<file path="src/rtl/vga_text_console_pkg.sv">
// vga_text_console_pkg: shared grid geometry, ASCII codes, bus types and FSM encodings
// for the text console front end.
package vga_text_console_pkg;
  localparam int CONSOLE_COLS = 100;
  localparam int CONSOLE_ROWS = 37;
  localparam logic [7:0] ASCII_LF = 8'h0A;
  localparam logic [7:0] ASCII_CR = 8'h0D;
  localparam logic [7:0] ASCII_BS = 8'h08;
  localparam logic [7:0] ASCII_SPACE = 8'h20;
  typedef logic [31:0] Word_t;
  typedef logic Bit_t;
  typedef logic [11:0] Graphics_block_addr_t;
  typedef logic [1:0] Console_state_t;
  localparam Console_state_t IDLE = 2'd0;
  localparam Console_state_t CLEAR_LINE = 2'd1;
  localparam Console_state_t CLEAR_ALL = 2'd2;
  function automatic Bit_t is_printable(input logic [7:0] c);
    return c >= 8'h20 && c <= 8'h7E;
  endfunction
endpackage

</file>
<file path="src/rtl/console_cursor.sv">
// console_cursor: row/column cursor over the character grid with the matching
// block address and row base address.
module console_cursor
  import vga_text_console_pkg::*;
#(
  parameter int COLS = CONSOLE_COLS,
  parameter int ROWS = CONSOLE_ROWS
) (
  input  logic                 clk_25M,
  input  logic                 rst,
  input  logic                 inc,
  input  logic                 dec,
  input  logic                 home,
  input  logic                 cr,
  input  logic                 newline,
  output logic [6:0]           col,
  output logic [5:0]           row,
  output Graphics_block_addr_t base,
  output Graphics_block_addr_t addr
);
  always_ff @(posedge clk_25M or negedge rst)
    if (!rst) begin
      col <= '0;
      row <= '0;
    end else if (home) begin
      col <= '0;
      row <= '0;
    end else if (newline) begin
      col <= '0;
      row <= (row == 6'(ROWS - 1)) ? '0 : row + 6'd1;
    end else if (cr) col <= '0;
    else if (inc) col <= col + 7'd1;
    else if (dec) col <= col - 7'd1;
  assign base = Graphics_block_addr_t'(row) * Graphics_block_addr_t'(COLS);
  assign addr = base + Graphics_block_addr_t'(col);
endmodule

</file>
<file path="src/rtl/vga_text_console.sv">
// vga_text_console: turns a byte stream into VGA block writes, handling LF/CR/BS,
// line wrap with clear-on-entry of each new row, and full-screen clear.
module vga_text_console
  import vga_text_console_pkg::*;
#(
  parameter int COLS = CONSOLE_COLS,
  parameter int ROWS = CONSOLE_ROWS
) (
  input  logic        clk_25M,
  input  logic        rst,
  input  logic        char_valid,
  input  logic [7:0]  char_data,
  output logic        char_ready,
  input  logic        clear_req,
  output logic        write_op,
  output logic [31:0] bus_addr,
  output logic [31:0] bus_data,
  output logic [6:0]  cursor_col,
  output logic [5:0]  cursor_row,
  output logic        busy
);
  localparam Graphics_block_addr_t LAST = Graphics_block_addr_t'(ROWS * COLS - 1);
  Console_state_t state;
  logic [6:0] line_k;
  Graphics_block_addr_t clr_cnt, base, addr;
  logic accept, printable, at_edge, wrap, bs_ok;
  assign char_ready = state == IDLE && !clear_req;
  assign busy = state != IDLE;
  assign accept = char_ready && char_valid;
  assign printable = is_printable(char_data);
  assign at_edge = cursor_col == 7'(COLS - 1);
  assign wrap = accept && (char_data == ASCII_LF || (printable && at_edge));
  assign bs_ok = accept && char_data == ASCII_BS && cursor_col != '0;
  console_cursor #(.COLS(COLS), .ROWS(ROWS)) u_cursor (
    .clk_25M (clk_25M),
    .rst     (rst),
    .inc     (accept && printable && !at_edge),
    .dec     (bs_ok),
    .home    (state == IDLE && clear_req),
    .cr      (accept && char_data == ASCII_CR),
    .newline (wrap),
    .col     (cursor_col),
    .row     (cursor_row),
    .base    (base),
    .addr    (addr)
  );
  // The final clear write and the return to IDLE share one edge.
  always_ff @(posedge clk_25M or negedge rst)
    if (!rst) begin
      state <= CLEAR_ALL;
      line_k <= '0;
      clr_cnt <= '0;
      write_op <= 1'b0;
      bus_addr <= '0;
      bus_data <= '0;
    end else begin
      write_op <= 1'b0;
      bus_addr <= '0;
      bus_data <= '0;
      case (state)
        IDLE:
          if (clear_req) begin
            state <= CLEAR_ALL;
            clr_cnt <= '0;
          end else if (accept) begin
            if (printable || bs_ok) begin
              write_op <= 1'b1;
              bus_addr <= 32'(printable ? addr : addr - 12'd1);
              bus_data <= {24'b0, printable ? char_data : ASCII_SPACE};
            end
            if (wrap) begin
              state <= CLEAR_LINE;
              line_k <= '0;
            end
          end
        CLEAR_LINE: begin
          write_op <= 1'b1;
          bus_addr <= 32'(base + Graphics_block_addr_t'(line_k));
          bus_data <= 32'(ASCII_SPACE);
          line_k <= line_k + 7'd1;
          if (line_k == 7'(COLS - 1)) state <= IDLE;
        end
        default: begin
          write_op <= 1'b1;
          bus_addr <= 32'(clr_cnt);
          bus_data <= 32'(ASCII_SPACE);
          clr_cnt <= clr_cnt + 12'd1;
          if (clr_cnt == LAST) state <= IDLE;
        end
      endcase
    end
endmodule

</file>
<file path="config.mk">
export PLATFORM = sky130hd
export DESIGN_NAME = vga_text_console
export DESIGN_NICKNAME = d
export VERILOG_FILES = /design/src/rtl/vga_text_console_pkg.sv /design/src/rtl/console_cursor.sv /design/src/rtl/vga_text_console.sv
export SDC_FILE = /design/constraint.sdc
export NUM_CORES = 1
export LEC_CHECK = 0
export ABC_AREA = 1
export CORE_MARGIN = 2
export CORE_UTILIZATION = 50
export DETAILED_ROUTE_END_ITERATION = 10
export GPL_TIMING_DRIVEN = 1
export PLACE_DENSITY = 0.88
export SETUP_SLACK_MARGIN = 0.3
export SYNTH_ARGS = -nofsm -noshare
export SYNTH_HDL_FRONTEND = slang
export SYNTH_SLANG_ARGS = --single-unit
</file>
<file path="constraint.sdc">
create_clock -name clk_25M -period 3.37 [get_ports clk_25M]
set_input_delay 0.5055 -clock clk_25M [delete_from_list [all_inputs] [get_ports clk_25M]]
set_output_delay 0.5055 -clock clk_25M [all_outputs]
set_load 0.02 [all_outputs]
</file>
* Yosys cells after proc, flatten, opt, wreduce, memory -nomap -nowiden
Cells that the tools add are included. W data, S select, Z words.
Cells by class: reduce and logical (&&, ||, !) cells 25, $lt $le $gt $ge 2, add/sub/neg operators 8, multiplexer cells 34, bitwise gates (word level) 1, eq/ne operators 15, multipliers 1
Operator list (number):
- $mux W32 | 5
- $pmux W32 S2 | 1
- $mux W7 | 8
- $mux W8 | 4
- $eq A8 B4 Y1 const B | 3
- $pmux W12 S2 | 1
- $mux W6 | 3
- $add A7 B1 Y7 const B | 2
- $eq A7 B7 Y1 const B | 2
- $pmux W7 S2 | 1
- $add A12 B7 Y13 | 1
- $sub A12 B1 Y13 const B | 1
- $add A12 B1 Y12 const B | 1
- $add A12 B7 Y12 | 1
- $eq A12 B12 Y1 const B | 1
- $mux W12 | 1
- $logic_and A1 B1 Y1 | 11
- $mul A6 B5 Y10 const B | 1
- $mux W2 | 5
- $ge A8 B6 Y1 const B | 1
- $le A8 B7 Y1 const B | 1
- $ne A2 B2 Y1 const B | 4
- $reduce_and A4 Y1 | 2
- $reduce_bool A7 Y1 | 1
- other kinds (17) | 24
Word-level totals: output and inout port bits 80, register bits 99, word-level logic and storage cells 94

* Longest topological paths before layout
Gate-level depths: netlist of run 1.
word-level depth 10, depth in mapped cells 20, mapped depth without buffers 19

* By module
From an unflattened synthesis of run 1, not the netlist that was laid out.
Unflattened totals: cells, all modules 721, area total of the unflattened synthesis 5056.1 µm²
Modules (own cells, without submodules):
- vga_text_console | times used 1, area each 3329.4 µm², cells an instance 477, sequential area each 1102.3 µm²
- console_cursor | times used 1, area each 1726.7 µm², cells an instance 244, sequential area each 325.3 µm²

* Worst setup path before layout of run 1
Ideal clock, no wire load.
path kind register to register, from register u_cursor.row[1], to register bus_addr[12], required time 3.246 ns, setup slack 0.232 ns, clock period less this slack 3.138 ns, stages on the path, launching flop included 17, arrival time 3.014 ns, path through dfrtp_1 > ha_1 > ha_1 > ha_1 > inv_1 > fa_1 > xnor2_4 > nand2_2 > inv_2 > nand2_2 > nor2_2 > nand3_1 > nand2_1 > inv_2 > nand2_2 > nor2_2 > or2_1
On the way: longest elaborated chain between the ends 8
Ends and longest elaborated chain:
- start: declaration | RTL line console_cursor.sv:17 | output logic [5:0] row,
- start signal: assignment | RTL line console_cursor.sv:30 | row <= (row == 6'(ROWS - 1)) ? '0 : row + 6'd1;
- $mul A6 B5 Y10 * | RTL line console_cursor.sv:34 | assign base = Graphics_block_addr_t'(row) * Graphics_block_addr_t'(COLS);
- $add A12 B7 Y12 | RTL line console_cursor.sv:35 | assign addr = base + Graphics_block_addr_t'(col);
- $sub A12 B1 Y13 | RTL line vga_text_console.sv:68 | bus_addr <= 32'(printable ? addr : addr - 12'd1);
- $mux W32 | RTL line vga_text_console.sv:68
- $mux W32 | RTL line vga_text_console.sv:66 | if (printable || bs_ok) begin
- $mux W32 | RTL line vga_text_console.sv:65 | end else if (accept) begin
- $mux W32 | RTL line vga_text_console.sv:62 | if (clear_req) begin
- $pmux W32 S2 * | RTL line vga_text_console.sv:60 | case (state)
- end signal: assignment | RTL line vga_text_console.sv:68
- end signal: assignment | RTL line vga_text_console.sv:78 | bus_addr <= 32'(base + Graphics_block_addr_t'(line_k));
- end signal: assignment | RTL line vga_text_console.sv:85 | bus_addr <= 32'(clr_cnt);
- end: declaration | RTL line vga_text_console.sv:16 | output logic [31:0] bus_addr,
Every way passes the cells marked *; elsewhere a longest branch is shown, timed or not. A chain may end at the register's enable or synchronous reset.

* Final worst setup path of run 1
Ends and elaborated chain as after synthesis.

==> results_dict.tcl, run 1 <==
set metrics [dict create \
    outcome "finished clean" \
    avgSynthCellArea_um2 7.69 \
    grt_usage 0.221 \
    drive_gt1_frac 0.168 \
    endpoint_kind "flip-flop" \
    nNetsFinal 733 \
    rsz0062_at_grt "false" \
    cts.sink_count 57 \
    drc 0 \
    fin_ws_ps 423 \
    critPathKind "reg -> reg" \
    die-area_um2 10100 \
    routed.top_layer "met4" \
    met1Wirelength_um 4900 \
    grt_first_pass_wirelength_um 17700 \
    period_share 0.875 \
    diodes 0 \
    finalSetupTns_ps 0 \
    yosysWarnings 0 \
    row_count 35 \
    crit_chain "ha_4 > ha_4 > ha_4 > inv_1 > fa_2 > inv_2 > nand2_2 > nand3_2 > nand2_1 > nand2_2 > nand3_2 > inv_1 > nand3_2 > nor2_2 > or2_1" \
    p_per_area_nw_per_um2 892 \
    drtAntennaViolNets 0 \
    cts_root_buf "clkbuf_8" \
    post-place-ws_ps 127 \
    totalPowerFinal_uw 5090 \
    cpMaxStageDelayCell "fa_2" \
    final_common_cell "nand2_1" \
    gp_congestion 0.919 \
    worst_pin_slew_ps 797 \
    core-area_um2 9110 \
    clock_path_buffers 2 \
    layout-area-overhead-vs-synth_pct 23.0 \
    synth.cell_area_um2 4640 \
    clk_latency_ps 350 \
    leakage_uw 0.00279 \
    grt_pass1_vias 3850 \
    rr_worst_depth 15 \
    netlist_instances 603 \
    initial_core_util 0.509 \
    overflow 0 \
    required_ps 3600 \
    io_pins 92 \
    numCtsBuffers 9 \
    met2_length_um 5780 \
    drt_iter0_markers 310 \
    cts_hold_buf 0 \
    max_stage_delay_ps 610 \
    dr_wl_met3_um 534 \
    setup_viol 0 \
    slew_violations 0 \
    hold_path_class "in -> async" \
    synth.distinct_cells 44 \
    hold_viol 0 \
    startpoint "u_cursor.row[1]" \
    slew_headroom 0.469 \
    io_buffers 67 \
    routedWlPerCell_um 14.5 \
    clk_pin_slew_ps 80 \
    die_h_um 100 \
    routed-via-count 4207 \
    cp.arrival_ps 3170 \
    worst_setup_path_start_kind "flip-flop" \
    cts_tree "built" \
    drv_cap 0 \
    dr.pass1.iters 5 \
    htreeDepth 3 \
    max_freq_mhz 339 \
    layout_common_cells "nand2_1 (126), inv_1 (74), clkdlybuf4s50_1 (66), dfrtp_1 (51), nor2_1 (38)" \
    vias_per_cell 5.32 \
    drt-total-wl_um 11400 \
    skew_ps 15.0 \
    synth-seq-cells 57 \
    yosysSeqAreaShare 0.308 \
    place_hpwl_um 8370 \
    rr_startpoint "u_cursor.row[1]" \
    crit_fanout 6 \
    antenna_found_initial 0 \
    period_needed_ps 2950 \
    grt_max_degree 37 \
    die_w_um 100 \
    ir_drop_mv 0.549 \
]
-- metal layers --
metal | GRT usage | vias to the layer above
li1 | - | 2049
met1 | 0.286 | 1990
met2 | 0.380 | 149
met3 | 0.0320 | 19
met4 | 0.0717 | 0
met5 | 0 | -
-- Yosys cell counts, drive strengths merged --
cell type | number | area (um2)
a21oi | 22 | 114
clkinv | 3 | 12.5
nand3b | 2 | 15.0
dfrtp | 56 | 1400
nor2 | 48 | 220
o21ai | 27 | 135
conb | 1 | 3.75
o221ai | 4 | 35.0
clkbuf | 2 | 7.51
a22o | 1 | 8.76
o211ai | 4 | 30.0
xor2 | 13 | 114
dfstp | 1 | 26.3
buf | 44 | 338
fa | 4 | 80.1
nor3 | 8 | 50.1
nor4 | 5 | 31.3
a211oi | 2 | 15.0
or2 | 1 | 6.26
a31oi | 3 | 18.8
xnor2 | 5 | 62.6
inv | 87 | 327
o31ai | 2 | 15.0
nand4 | 9 | 62.6
o22ai | 12 | 81.3
ha | 42 | 526
nand3 | 45 | 255
a22oi | 1 | 7.51
nand2 | 148 | 618
o21bai | 1 | 18.8
-- final timing paths --
path / end / slack, ps
max in group asynchronous: state[1] / 2280
min: clr_cnt[8] / 240
max reg2reg: bus_addr[12] / 420
max: bus_addr[12] / 420
min reg2reg: u_cursor.row[5] / 560
min in group clk_25M: u_cursor.row[5] / 560
-- registers in the layout (all words and copies together), names as in the netlist --
signal,count
bus_addr,14
clr_cnt,12
bus_data,8
line_k,7
u_cursor.col,7
u_cursor.row,6
state,2
write_op,1
-- final cells by class --
class / count / area (um2)
fill: 751 / 3400
multi-input combinational: 434 / 2790
sequential: 57 / 1430
timing repair buffer: 83 / 786
inverter: 90 / 339
tap: 111 / 139
clock buffer: 9 / 124
clock inverter: 7 / 95.1
-- power by group --
part           switching (uW)  total, uW  leakage [uW]  internal, uW
sequential                181       1010      0.000731           832
clock                     310        725      0.000109           416
combinational            1980       3350       0.00195          1370
-- worst max-delay path, delay by kind of cell, from the launching register on --
family	cells	cell delay, ps
fa+ha+maj	4	1390
simple gates	8	760
flops	1	460
buf+inv	3	200
-- cells by family (layout without fill, tap and decap cells) --
logic type | after synthesis | after routing | share of synthesized area
fa+ha+maj | 46 | 46 | 0.131
xor+xnor | 18 | 18 | 0.0381
compound gates | 79 | 79 | 0.103
simple gates | 266 | 266 | 0.272
buf+inv | 136 | 189 | 0.148
other cells | 1 | 25 | 0.000809
flops | 57 | 57 | 0.308
-- stage by stage --
| stage | hold WS (ps) | instance area, um2 | instances | utilization |
|---|---|---|---|---|
| after floorplan | 210 | 4730 | 627 | - |
| after global placement | 522 | 5190 | 760 | 0.570 |
| after detailed placement | 548 | 5190 | 760 | 0.570 |
| after CTS | 264 | 5480 | 783 | 0.602 |
| after global routing | 318 | 5700 | 791 | 0.626 |
| final | 236 | 5700 | 791 | 0.626 |
-- repair_timing --
item	4_1_cts	5_1_grt
resized for setup	5	25
setup endpoints to repair	6	6
hold endpoints to repair	0	0
pin swaps	3	4
buffers inserted	7	8
Note: power is estimated with default switching activity, not from simulation.
==> run 2: changes to the inputs <==
- CORE_UTILIZATION: 50 -> 35
- PLACE_DENSITY: 0.88 -> 0.7
- clock period: 3.37 -> 2.5 ns (I/O delays scaled with it)
==> run 2 against run 1 <==
The flow now finishes with violations (negative setup slack). Routed wire length up 2.4%. Sequential cell count unchanged. Non-clock buffer count is 70 higher. Critical path type unchanged. Die area is 41% higher. Maximum frequency increased by 3.8%. Largest cell class unchanged. Critical endpoint unchanged.
==> results_dict.tcl, run 2 (synthesis gave the netlist of run 1 again) <==
set metrics [dict create \
    outcome "complete, but fails checks" \
    violations "negative setup slack" \
    ir_drop_mv 0.809 \
    hold_viol 0 \
    setup_viol 7 \
    row_count 42 \
    numCtsBuffers 9 \
    final_core_util 0.515 \
    slew_violations 0 \
    largest_reg_flops 14 \
    drtAntennaViolNets 0 \
    grt_usage 0.162 \
    cp.arrival_ps 3050 \
    period_needed_ps 2840 \
    initial_core_util 0.354 \
    place_hpwl_um 8550 \
    layout_common_cells "nand2_1 (119), buf_4 (79), inv_1 (64), clkdlybuf4s50_1 (59), dfrtp_1 (46)" \
    period_share 1.14 \
    routed.top_layer "met4" \
    max_stage_delay_ps 610 \
    crit_buf_inv 2 \
    crit_fanout 4 \
    worst_pin_slew_ps 761 \
    place_area_um2 5850 \
    drv_cap 0 \
    clk_latency_ps 330 \
    post-place-ws_ps -312 \
    cts_root_buf "clkbuf_16" \
    fin_ws_ps -339 \
    rsz0062_at_grt "true" \
    grt_first_pass_wirelength_um 18500 \
    skew_ps 6.34 \
    io_buffers 67 \
    layout-area-overhead-vs-synth_pct 45.5 \
    reg_top3 "bus_addr x14, clr_cnt x12, bus_data x8" \
    dr.pass1.iters 4 \
    max_freq_mhz 352 \
    nNetsFinal 803 \
    final_cells 926 \
    cts_tree "built" \
    fillers 1156 \
    vias_per_cell 4.63 \
    leakage_uw 0.00324 \
    worst_setup_path_start_kind "flip-flop" \
    required_ps 2710 \
    cts.sink_count 57 \
    htreeDepth 3 \
    clk_pin_slew_ps 50 \
    drt-total-wl_um 11700 \
    clock_path_buffers 2 \
    multi_input_area_um2 3070 \
    cts_hold_buf 0 \
    endpoint_kind "flip-flop" \
    met2_length_um 5780 \
    gp_congestion 0.848 \
    grt_pass1_vias 3981 \
    final_common_cell "nand2_1" \
    top_register "bus_addr" \
    antenna_found_initial 0 \
    die_w_um 119 \
    routed-via-count 4292 \
    die-area_um2 14200 \
    dr_wl_met3_um 539 \
    hold_path_class "in -> async" \
    io_pins 92 \
    place_inst 878 \
    met1Wirelength_um 5180 \
    cpLargestDelayFamily "adder cells" \
    stdcell_area_um2 6740 \
    diodes 0 \
    crit_chain "ha_4 > ha_4 > ha_4 > inv_2 > fa_2 > nor2_4 > nand2_2 > nand3_2 > nand2_2 > nand2_2 > nand3_4 > inv_2 > nand3_2 > nor2_2 > or2_1" \
    routedWlPerCell_um 12.7 \
    drive_gt1_frac 0.316 \
    overflow 0 \
    slew_headroom 0.493 \
    p_per_area_nw_per_um2 1270 \
    drt_iter0_markers 206 \
    grt_max_degree 34 \
    cpMaxStageDelayCell "fa_2" \
    critPathKind "reg -> reg" \
    die_h_um 119 \
    core-area_um2 13100 \
    seq_area_um2 1440 \
    worst_hold_slack_ps 118 \
    drc 0 \
]
run 2: final timing paths:
check | start | to | slack (ps) | cells past startpoint
setup / recovery | u_cursor.row[2] | bus_addr[12] | -340 | 15
hold / removal | rst | bus_addr[9] | 120 | 1
setup reg to reg | u_cursor.row[2] | bus_addr[12] | -340 | 15
hold reg to reg | clr_cnt[11] | bus_addr[11] | 540 | 2
max in group asynchronous | rst | u_cursor.row[4] | 1750 | 2
min in group clk_25M | char_data[6] | bus_data[6] | 430 | 3
run 2: final cells by class:
class,instances,share of cell area
tap,176,0.0327
sequential,57,0.214
multi-input combinational,434,0.455
clock inverter,5,0.0117
inverter,90,0.0512
timing repair buffer,153,0.199
clock buffer,11,0.0360
run 2: stage by stage:
step	power, uW	setup TNS [ps]
3_5_place_dp	6060	-1870
4_1_cts	7790	-1650
5_1_grt	9180	-2910
3_3_place_gp	5990	-1590
6_report	8540	-1910
2_1_floorplan	4580	-1050
run 2: what timing repair did:
item / CTS / global route
setup endpoints to repair: 11 / 14
buffers inserted: 10 / 22
pin swaps: 16 / 33
gates resized for setup: 25 / 49
run 2: power breakdown:
| part | total, uW | internal [uW] | switching [uW] |
|---|---|---|---|
| logic | 5870 | 2680 | 3190 |
| clock network | 1340 | 897 | 446 |
| registers | 1330 | 1130 | 201 |
run 2: layer usage:
metal  vias up  GRT usage
met5         -          0
met4         0     0.0528
met3        17     0.0354
met2       105      0.272
met1      1973      0.206
li1       2197          -
